==> src/rtl/maindec_seq.sv <==
// Registered RV32I main decoder with memcopy burst expansion into word-copy micro-ops.
// Optional illegal-opcode reporting is enabled by defining MAINDEC_ILLEGAL_EN.
module maindec_seq #(
    parameter int unsigned CNT_W     = 5,
    parameter logic [6:0]  MEMCPY_OP = 7'b1000011
) (
    input  logic             clk,
    input  logic             reset_n,
    input  logic             valid_in,
    input  logic [6:0]       op,
    input  logic [CNT_W-1:0] len,
    input  logic             stall_in,
    input  logic             flush_in,
    output logic             ALUSrc,
    output logic [1:0]       ALUOp,
    output logic             RegWrite,
    output logic             Branch,
    output logic [2:0]       immSrc,
    output logic             memwrite1,
    output logic             memwrite2,
    output logic [1:0]       wdsel,
    output logic             jump,
    output logic [1:0]       resultsrc,
    output logic             jumpsel,
    output logic             valid_out,
    output logic [CNT_W-1:0] uop_idx,
    output logic             uop_last,
    output logic             busy,
    output logic             illegal
);

    localparam int unsigned CW_W = 16;

    // Field order: ALUSrc,ALUOp,RegWrite,Branch,immSrc,memwrite1,memwrite2,wdsel,jump,resultsrc,jumpsel
    localparam logic [CW_W-1:0] CW_R      = 16'b0_10_1_0_000_0_0_00_0_00_0;
    localparam logic [CW_W-1:0] CW_I      = 16'b1_10_1_0_000_0_0_00_0_00_0;
    localparam logic [CW_W-1:0] CW_BR     = 16'b0_01_0_1_001_0_0_00_0_00_0;
    localparam logic [CW_W-1:0] CW_LD     = 16'b1_00_1_0_000_0_0_01_0_01_0;
    localparam logic [CW_W-1:0] CW_ST     = 16'b1_00_0_0_010_1_0_00_0_00_0;
    localparam logic [CW_W-1:0] CW_JAL    = 16'b0_00_1_0_011_0_0_00_1_10_0;
    localparam logic [CW_W-1:0] CW_JALR   = 16'b0_00_1_0_000_0_0_00_1_10_1;
    localparam logic [CW_W-1:0] CW_LUI    = 16'b0_00_1_0_100_0_0_10_0_00_0;
    localparam logic [CW_W-1:0] CW_AUIPC  = 16'b0_00_1_0_100_0_0_11_0_00_0;
    localparam logic [CW_W-1:0] CW_MEMCPY = 16'b1_00_0_0_010_0_1_00_0_00_0;

    typedef enum logic {IDLE = 1'b0, COPY = 1'b1} state_e;

    state_e            state_q, state_d;
    logic [CNT_W-1:0]  rem_q, rem_d;
    logic [CNT_W-1:0]  idx_q, idx_d;
    logic [CW_W-1:0]   cw_q, cw_d;
    logic              valid_q, valid_d;
    logic              last_q, last_d;
    logic              illegal_q, illegal_d;

    logic [CW_W-1:0]   dec_cw;
    logic              dec_known;
    logic              is_memcpy;

    // Plain opcode decode; memcopy is recognised separately and takes priority.
    always_comb begin
        dec_cw    = '0;
        dec_known = 1'b1;
        is_memcpy = (op == MEMCPY_OP);
        case (op)
            7'b0110011: dec_cw = CW_R;
            7'b0010011: dec_cw = CW_I;
            7'b1100011: dec_cw = CW_BR;
            7'b0000011: dec_cw = CW_LD;
            7'b0100011: dec_cw = CW_ST;
            7'b1101111: dec_cw = CW_JAL;
            7'b1100111: dec_cw = CW_JALR;
            7'b0110111: dec_cw = CW_LUI;
            7'b0010111: dec_cw = CW_AUIPC;
            default:    dec_known = 1'b0;
        endcase
    end

    always_comb begin
        state_d   = state_q;
        rem_d     = rem_q;
        idx_d     = idx_q;
        cw_d      = cw_q;
        valid_d   = valid_q;
        last_d    = last_q;
        illegal_d = illegal_q;
        if (flush_in) begin
            state_d   = IDLE;
            rem_d     = '0;
            idx_d     = '0;
            cw_d      = '0;
            valid_d   = 1'b0;
            last_d    = 1'b0;
            illegal_d = 1'b0;
        end else if (!stall_in) begin
            case (state_q)
                IDLE: begin
                    rem_d     = '0;
                    idx_d     = '0;
                    cw_d      = '0;
                    valid_d   = 1'b0;
                    last_d    = 1'b0;
                    illegal_d = 1'b0;
                    if (valid_in) begin
                        if (is_memcpy) begin
                            // A zero-length copy is dropped as a NOP.
                            if (len != '0) begin
                                cw_d    = CW_MEMCPY;
                                valid_d = 1'b1;
                                last_d  = (len == CNT_W'(1));
                                if (len != CNT_W'(1)) begin
                                    rem_d   = len - CNT_W'(1);
                                    state_d = COPY;
                                end
                            end
                        end else if (dec_known) begin
                            cw_d    = dec_cw;
                            valid_d = 1'b1;
                            last_d  = 1'b1;
                        end else begin
`ifdef MAINDEC_ILLEGAL_EN
                            valid_d   = 1'b1;
                            last_d    = 1'b1;
                            illegal_d = 1'b1;
`endif
                        end
                    end
                end
                COPY: begin
                    idx_d   = idx_q + CNT_W'(1);
                    rem_d   = rem_q - CNT_W'(1);
                    valid_d = 1'b1;
                    last_d  = (rem_q == CNT_W'(1));
                    if (rem_q == CNT_W'(1)) begin
                        state_d = IDLE;
                    end
                end
                default: state_d = IDLE;
            endcase
        end
    end

    always_ff @(posedge clk or negedge reset_n) begin
        if (!reset_n) begin
            state_q   <= IDLE;
            rem_q     <= '0;
            idx_q     <= '0;
            cw_q      <= '0;
            valid_q   <= 1'b0;
            last_q    <= 1'b0;
            illegal_q <= 1'b0;
        end else begin
            state_q   <= state_d;
            rem_q     <= rem_d;
            idx_q     <= idx_d;
            cw_q      <= cw_d;
            valid_q   <= valid_d;
            last_q    <= last_d;
            illegal_q <= illegal_d;
        end
    end

    assign {ALUSrc, ALUOp, RegWrite, Branch, immSrc, memwrite1, memwrite2,
            wdsel, jump, resultsrc, jumpsel} = cw_q;
    assign valid_out = valid_q;
    assign uop_idx   = idx_q;
    assign uop_last  = last_q;
    assign illegal   = illegal_q;
    assign busy      = (state_q == COPY);

endmodule

==> config.mk <==
export PLATFORM = sky130hd
export DESIGN_NAME = maindec_seq
export DESIGN_NICKNAME = d
export VERILOG_FILES = /design/src/rtl/maindec_seq.sv
export SDC_FILE = /design/constraint.sdc
export NUM_CORES = 1
export LEC_CHECK = 0
export ABC_AREA = 0
export BUFFER_PORTS_ARGS = -buffer_cell sky130_fd_sc_hd__buf_2
export CAP_MARGIN = 20
export CELL_PAD_IN_SITES_DETAIL_PLACEMENT = 1
export CELL_PAD_IN_SITES_GLOBAL_PLACEMENT = 2
export CORE_MARGIN = 2
export CORE_UTILIZATION = 33
export DETAILED_ROUTE_END_ITERATION = 6
export PLACE_DENSITY_LB_ADDON = 0.1
export SLEW_MARGIN = 5
export SYNTH_ARGS = -nofsm -noshare
export SYNTH_HDL_FRONTEND = slang
export SYNTH_SLANG_ARGS = --single-unit
==> constraint.sdc <==
create_clock -name clk -period 2.66 [get_ports clk]
set_input_delay 0.133 -clock clk [delete_from_list [all_inputs] [get_ports clk]]
set_output_delay 0.133 -clock clk [all_outputs]
set_load 0.005 [all_outputs]
## Yosys cells after proc, flatten, opt, wreduce, memory -nomap -nowiden

Cells that the tools add are included.

| cells by class | value |
|---|---|
| bitwise operators | 1 |
| equal/unequal tests | 15 |
| mux-type cells | 43 |
| add/subtract/negate cells | 3 |
| reductions and logical operators | 3 |

Operators with widths:

| kind | number |
|---|---|
| 16-bit one-hot mux with 9 select lines | 1 |
| 16-bit 2-to-1 mux | 7 |
| 5-bit 2-to-1 mux | 8 |
| 7-bit == test, second input constant | 4 |
| 1-bit 2-to-1 mux | 22 |
| 7-bit by 6-bit == test with 1-bit output, second input constant | 3 |
| 5-bit one-hot mux with 2 select lines | 2 |
| 7-bit by 5-bit == test with 1-bit output, second input constant | 2 |
| 5-bit by 1-bit == test with 1-bit output, second input constant | 2 |
| 5-bit by 1-bit subtractor with 5-bit output, second input constant | 2 |
| 9-bit OR reduction | 1 |
| 7-bit by 2-bit == test with 1-bit output, second input constant | 1 |
| 1-bit one-hot mux with 2 select lines | 3 |
| 5-bit by 1-bit adder with 5-bit output, second input constant | 1 |
| 5-bit by 1-bit != test with 1-bit output, second input constant | 1 |
| 5-bit nonzero test | 1 |
| 2-bit by 1-bit != test with 1-bit output, second input constant | 1 |
| 2-bit != test, second input constant | 1 |
| 2-bit AND reduction | 1 |
| 1-bit inverter | 1 |

| word-level totals | value |
|---|---|
| bits of input ports | 17 |
| bits in registers | 30 |
| output and inout port bits | 25 |
| logic and storage cells | 72 |

## Logic depth before layout (Yosys ltp)

| logic depth | value |
|---|---|
| depth in word-level cells | 9 |
| depth in mapped cells | 6 |
| depth with buffers taken out | 6 |

## Worst setup path after synthesis

OpenSTA, ideal clock, no wires.

| timing | value |
|---|---|
| path type | input to register |
| start point | input op[5] |
| end point | register rem_q[1] |
| setup slack | 0.904 ns |
| stages on the path | 5 |
| arrival time | 1.662 ns |
| setup time | 0.094 ns |
| path through | buf_6 -> or3b_1 -> or4b_4 -> or3_1 -> a221oi_2 |

| between the ends | value |
|---|---|
| word-level cells in the longest chain between the ends | 6 |

RTL lines:

| what | RTL line | source |
|---|---|---|
| from (decl) | 10 | `input logic [6:0] op,` |
| 7-bit == test | 64 | `is_memcpy = (op == MEMCPY_OP);` |
| 5-bit 2-to-1 mux | 105 | `if (is_memcpy) begin` |
| 5-bit 2-to-1 mux | 104 | `if (valid_in) begin` |
| 5-bit one-hot mux with 2 select lines | 96 | `case (state_q)` |
| 5-bit 2-to-1 mux | 95 | `end else if (!stall_in) begin` |
| 5-bit 2-to-1 mux | 87 | `if (flush_in) begin` |
| to (signal assigned) | 154 | `rem_q <= rem_d;` |
| to (decl) | 49 | `logic [CNT_W-1:0] rem_q, rem_d;` |

Every way passes these cells. The select of a mux whose other input is x is not followed.
A chain may end at the register's enable or synchronous reset.

## Worst setup path after layout

| timing | value |
|---|---|
| start point | register state_q, in the netlist busy |
| end point | register rem_q[3] |

| between the ends | value |
|---|---|
| word-level cells in the longest chain between the ends | 4 |

RTL lines:

| what | RTL line | source |
|---|---|---|
| from (decl) | 48 | `state_e state_q, state_d;` |
| from (signal assigned) | 153 | `state_q <= state_d;` |
| 1-bit inverter | -- |  |
| 5-bit one-hot mux with 2 select lines (*) | 96 |  |
| 5-bit 2-to-1 mux (*) | 95 |  |
| 5-bit 2-to-1 mux (*) | 87 |  |

Mark *: on every way between the ends. The rest lies on a longest branch, timed or not. The select of a mux whose other input is x is not followed.

==> results.toml <==
[sta]
fmax_mhz = 447
finalSetupViolations = 0
final.setup.tns_ns = 0
period_share_pct = 84.1
holdWs_ns = 0.166
rsz0062_at_grt = "no"
finalHoldViolations = 0
worstMarginPinSlew_ns = 0.667
slew_headroom_pct = 54.9
layout_min_cycle_time_ns = 2.24
finalMaxSlewViolations = 0
skew_ns = 0.00341

[pwr]
pwr_density_cell_nw_per_um2 = 452
pwr-share-clk_pct = 39.9
power_frac_seq_pct = 47.8
leakagePower_nw = 0.921
p_int_mw = 0.639
switchingPower_mw = 0.201
max-vdd-ir-drop_uv = 250
swShare_pct = 23.9
pwr-share-comb_pct = 12.2

[floorplanning]
die_h_um = 73.3
io_pins = 42
die_area_um2 = 5370
die_w_um = 73.3
fp-row-count = 25
start_util_pct = 33.8
core-area_um2 = 4690

[final_layout]
area_delta_synth_final_pct = 17.3
fin_util_pct = 39.6
drive_above_1_share_pct = 25.4
diodes = 0
fin_nets = 228

[clocking]
post_cts_buffers = 0
clock_path_buffers = 2
cts_tree = "yes"
numCtsBuffers = 3
clk_latency_ns = 0.27
cts.clk_slew.worst_paths_ns = 0.10
cts_num_sinks = 26
h-tree-depth = 1
cts_root_buf = "clkbuf_8"

[synth]
post_synth.cell_area_avg_um2 = 9.16
syn_nets = 195
synthTopCellsByCount = "dfrtp_1, nand2_1, nor2_1, a21oi_1, inv_1"
synth-edff-count = 0
synth_cells = 173
synth_cell_types = 43
synth-main-ff-cell = "dfrtp_1"
async_flop_share_pct = 100
synth-seq-cells = 26
netlist_area_um2 = 1590
yosysSeqAreaShare_pct = 41.0
synth_top_area_cell = "dfrtp_1"
yosys_warnings = 0
synth_area_leaders = "dfrtp_1, ha_1, nand2_1"
synth_most_common_cell = "dfrtp_1"
synth_top_cell_area_share_pct = 41.0

[worst_setup_path]
crit_type = "register to register"
path_cells = "nor4b_1, nand2_1, or4_1, o22ai_1"
crit_family = "simple AND/OR/NAND/NOR gates"
cp_slowest_cell = "nor4b_1"
worstPathMaxFanout = 16
crit_arrival_ns = 2.44
worstPathRequired_ns = 2.86
critPathBufInv = 0
start_kind = "register"
critical_path.max_stage_delay_ns = 0.69
end_kind = "register"
regToRegSetupSlack_ns = 0.42

[grt]
met2_usage_pct = 26.9
antenna_found_initial = 0
grt_max_degree = 27
use_met3_pct = 2.47
grt_pass1_wl_um = 6780
grt-busiest-layer = "met2"
grt_pass1_vias = 1439
overflow = 0
globalRouteMet1Util_pct = 22.2
track_usage_pct = 16.3

[drt]
vias_per_cell = 5.25
drc = 0
drt_iter0_drc = 63
routed_wl_um = 4140
drtAntennaViolNets = 0
dr_total_vias = 1360
avgRoutedWirePerCell_um = 16.0
first_pass_iters = 4

[run]
maxCapViolations = 0

[placed_design]
numPortBuffers = 40
dp_hpwl_um = 3100
gp_congestion = 0.737

[run_status]
status = "complete, no violations"

[worst_hold_path]
hold_class = "primary input to register"
## cell type report
cell class	instances	area, um^2
Multi-Input combinational cell	122	811
Clock buffer	3	41.3
Sequential cell	26	651
Inverter	11	41.3
Clock inverter	1	30.0
Fill cell	566	2830
Tap cell	54	67.6
Timing Repair Buffer	42	218
## per-stage QoR
step	instance area (um^2)	instances	power (mW)	worst slack [ns]
2_1_floorplan	1590	173	0.474	0.904
3_3_place_gp	1780	254	0.511	0.574
3_5_place_dp	1780	254	0.512	0.486
4_1_cts	1860	259	0.851	0.425
5_1_grt	1860	259	0.881	0.159
6_report	1860	259	0.840	0.422
## kinds of logic (layout without fill, tap and decap cells)
logic type	Yosys count	count (layout)	synth area share, %
AO/OA/AOI/OAI	41	41	18.8
buffers and inverters	25	57	7.81
other	1	1	0.237
multiplexers	4	4	2.68
AND/OR/NAND/NOR	65	65	22.2
flip-flops	26	26	41.0
XOR/XNOR	6	6	3.31
adder cells (fa/ha/maj)	5	5	3.95
## routing by layer
| layer | wire length (um) | part of all wire (%) |
|---|---|---|
| met1 | 1970 | 48 |
| met2 | 2020 | 49 |
| met3 | 109 | 2.6 |
| met4 | 41 | 0.99 |
| met5 | 0 | 0 |
## power by group through the flow
stage | sequential [mW] | clock (mW) | combinational [mW]
finish | 0.402 | 0.336 | 0.103
global route | 0.402 | 0.361 | 0.117
CTS | 0.402 | 0.345 | 0.104
detailed placement | 0.410 | 0 | 0.103
global placement | 0.409 | 0 | 0.101
floorplan | 0.409 | 0 | 0.0650
## placed cells by master, fill, tap and decap left out, types with 2 or more instances in the layout
cell type	instances
nand3b_1	2
o31ai_1	2
xnor2_1	4
o22ai_1	2
ha_1	5
nand2_1	16
inv_1	11
nor3_1	5
mux2_2	2
nor2_1	16
o31a_1	2
nand2b_1	3
mux2i_1	2
clkbuf_8	3
o21ai_0	6
a221oi_1	2
a21oi_1	11
nand3_1	3
a22oi_1	3
a22o_1	3
nand4_1	2
dfrtp_1	26
a32o_1	5
nor4b_1	3
buf_2	40
nor3b_1	2
xor2_1	2
nor2b_1	5
## final timing paths
| kind | startpoint | end | cells after the start |
|---|---|---|---|
| worst max-delay path | busy | rem_q[3] | 4 |
| worst min-delay path | op[3] | cw_q[0] | 2 |
| worst max register to register | busy | rem_q[3] | 4 |
| worst min register to register | cw_q[15] | cw_q[15] | 2 |
| max in group asynchronous | reset_n | cw_q[7] | 2 |
| min in group asynchronous | reset_n | rem_q[0] | 2 |
## worst register-to-register path, cell delays in order, from the launching register on
cell	delay (ns)
dfrtp_1	0.59
nor4b_1	0.69
nand2_1	0.20
or4_1	0.54
o22ai_1	0.14
## state kept, by name, indices dropped and copies added (netlist names)
signal / cells
rem_q: 5
valid_out: 1
busy: 1
uop_last: 1
uop_idx: 5
cw_q: 13
## repair_timing
item | in CTS | in global routing
hold buffers | 1 | 0
endpoints found under the hold margin | 26 | 0
gates resized for setup | 0 | 0
Power figures use the tool's default switching activity.
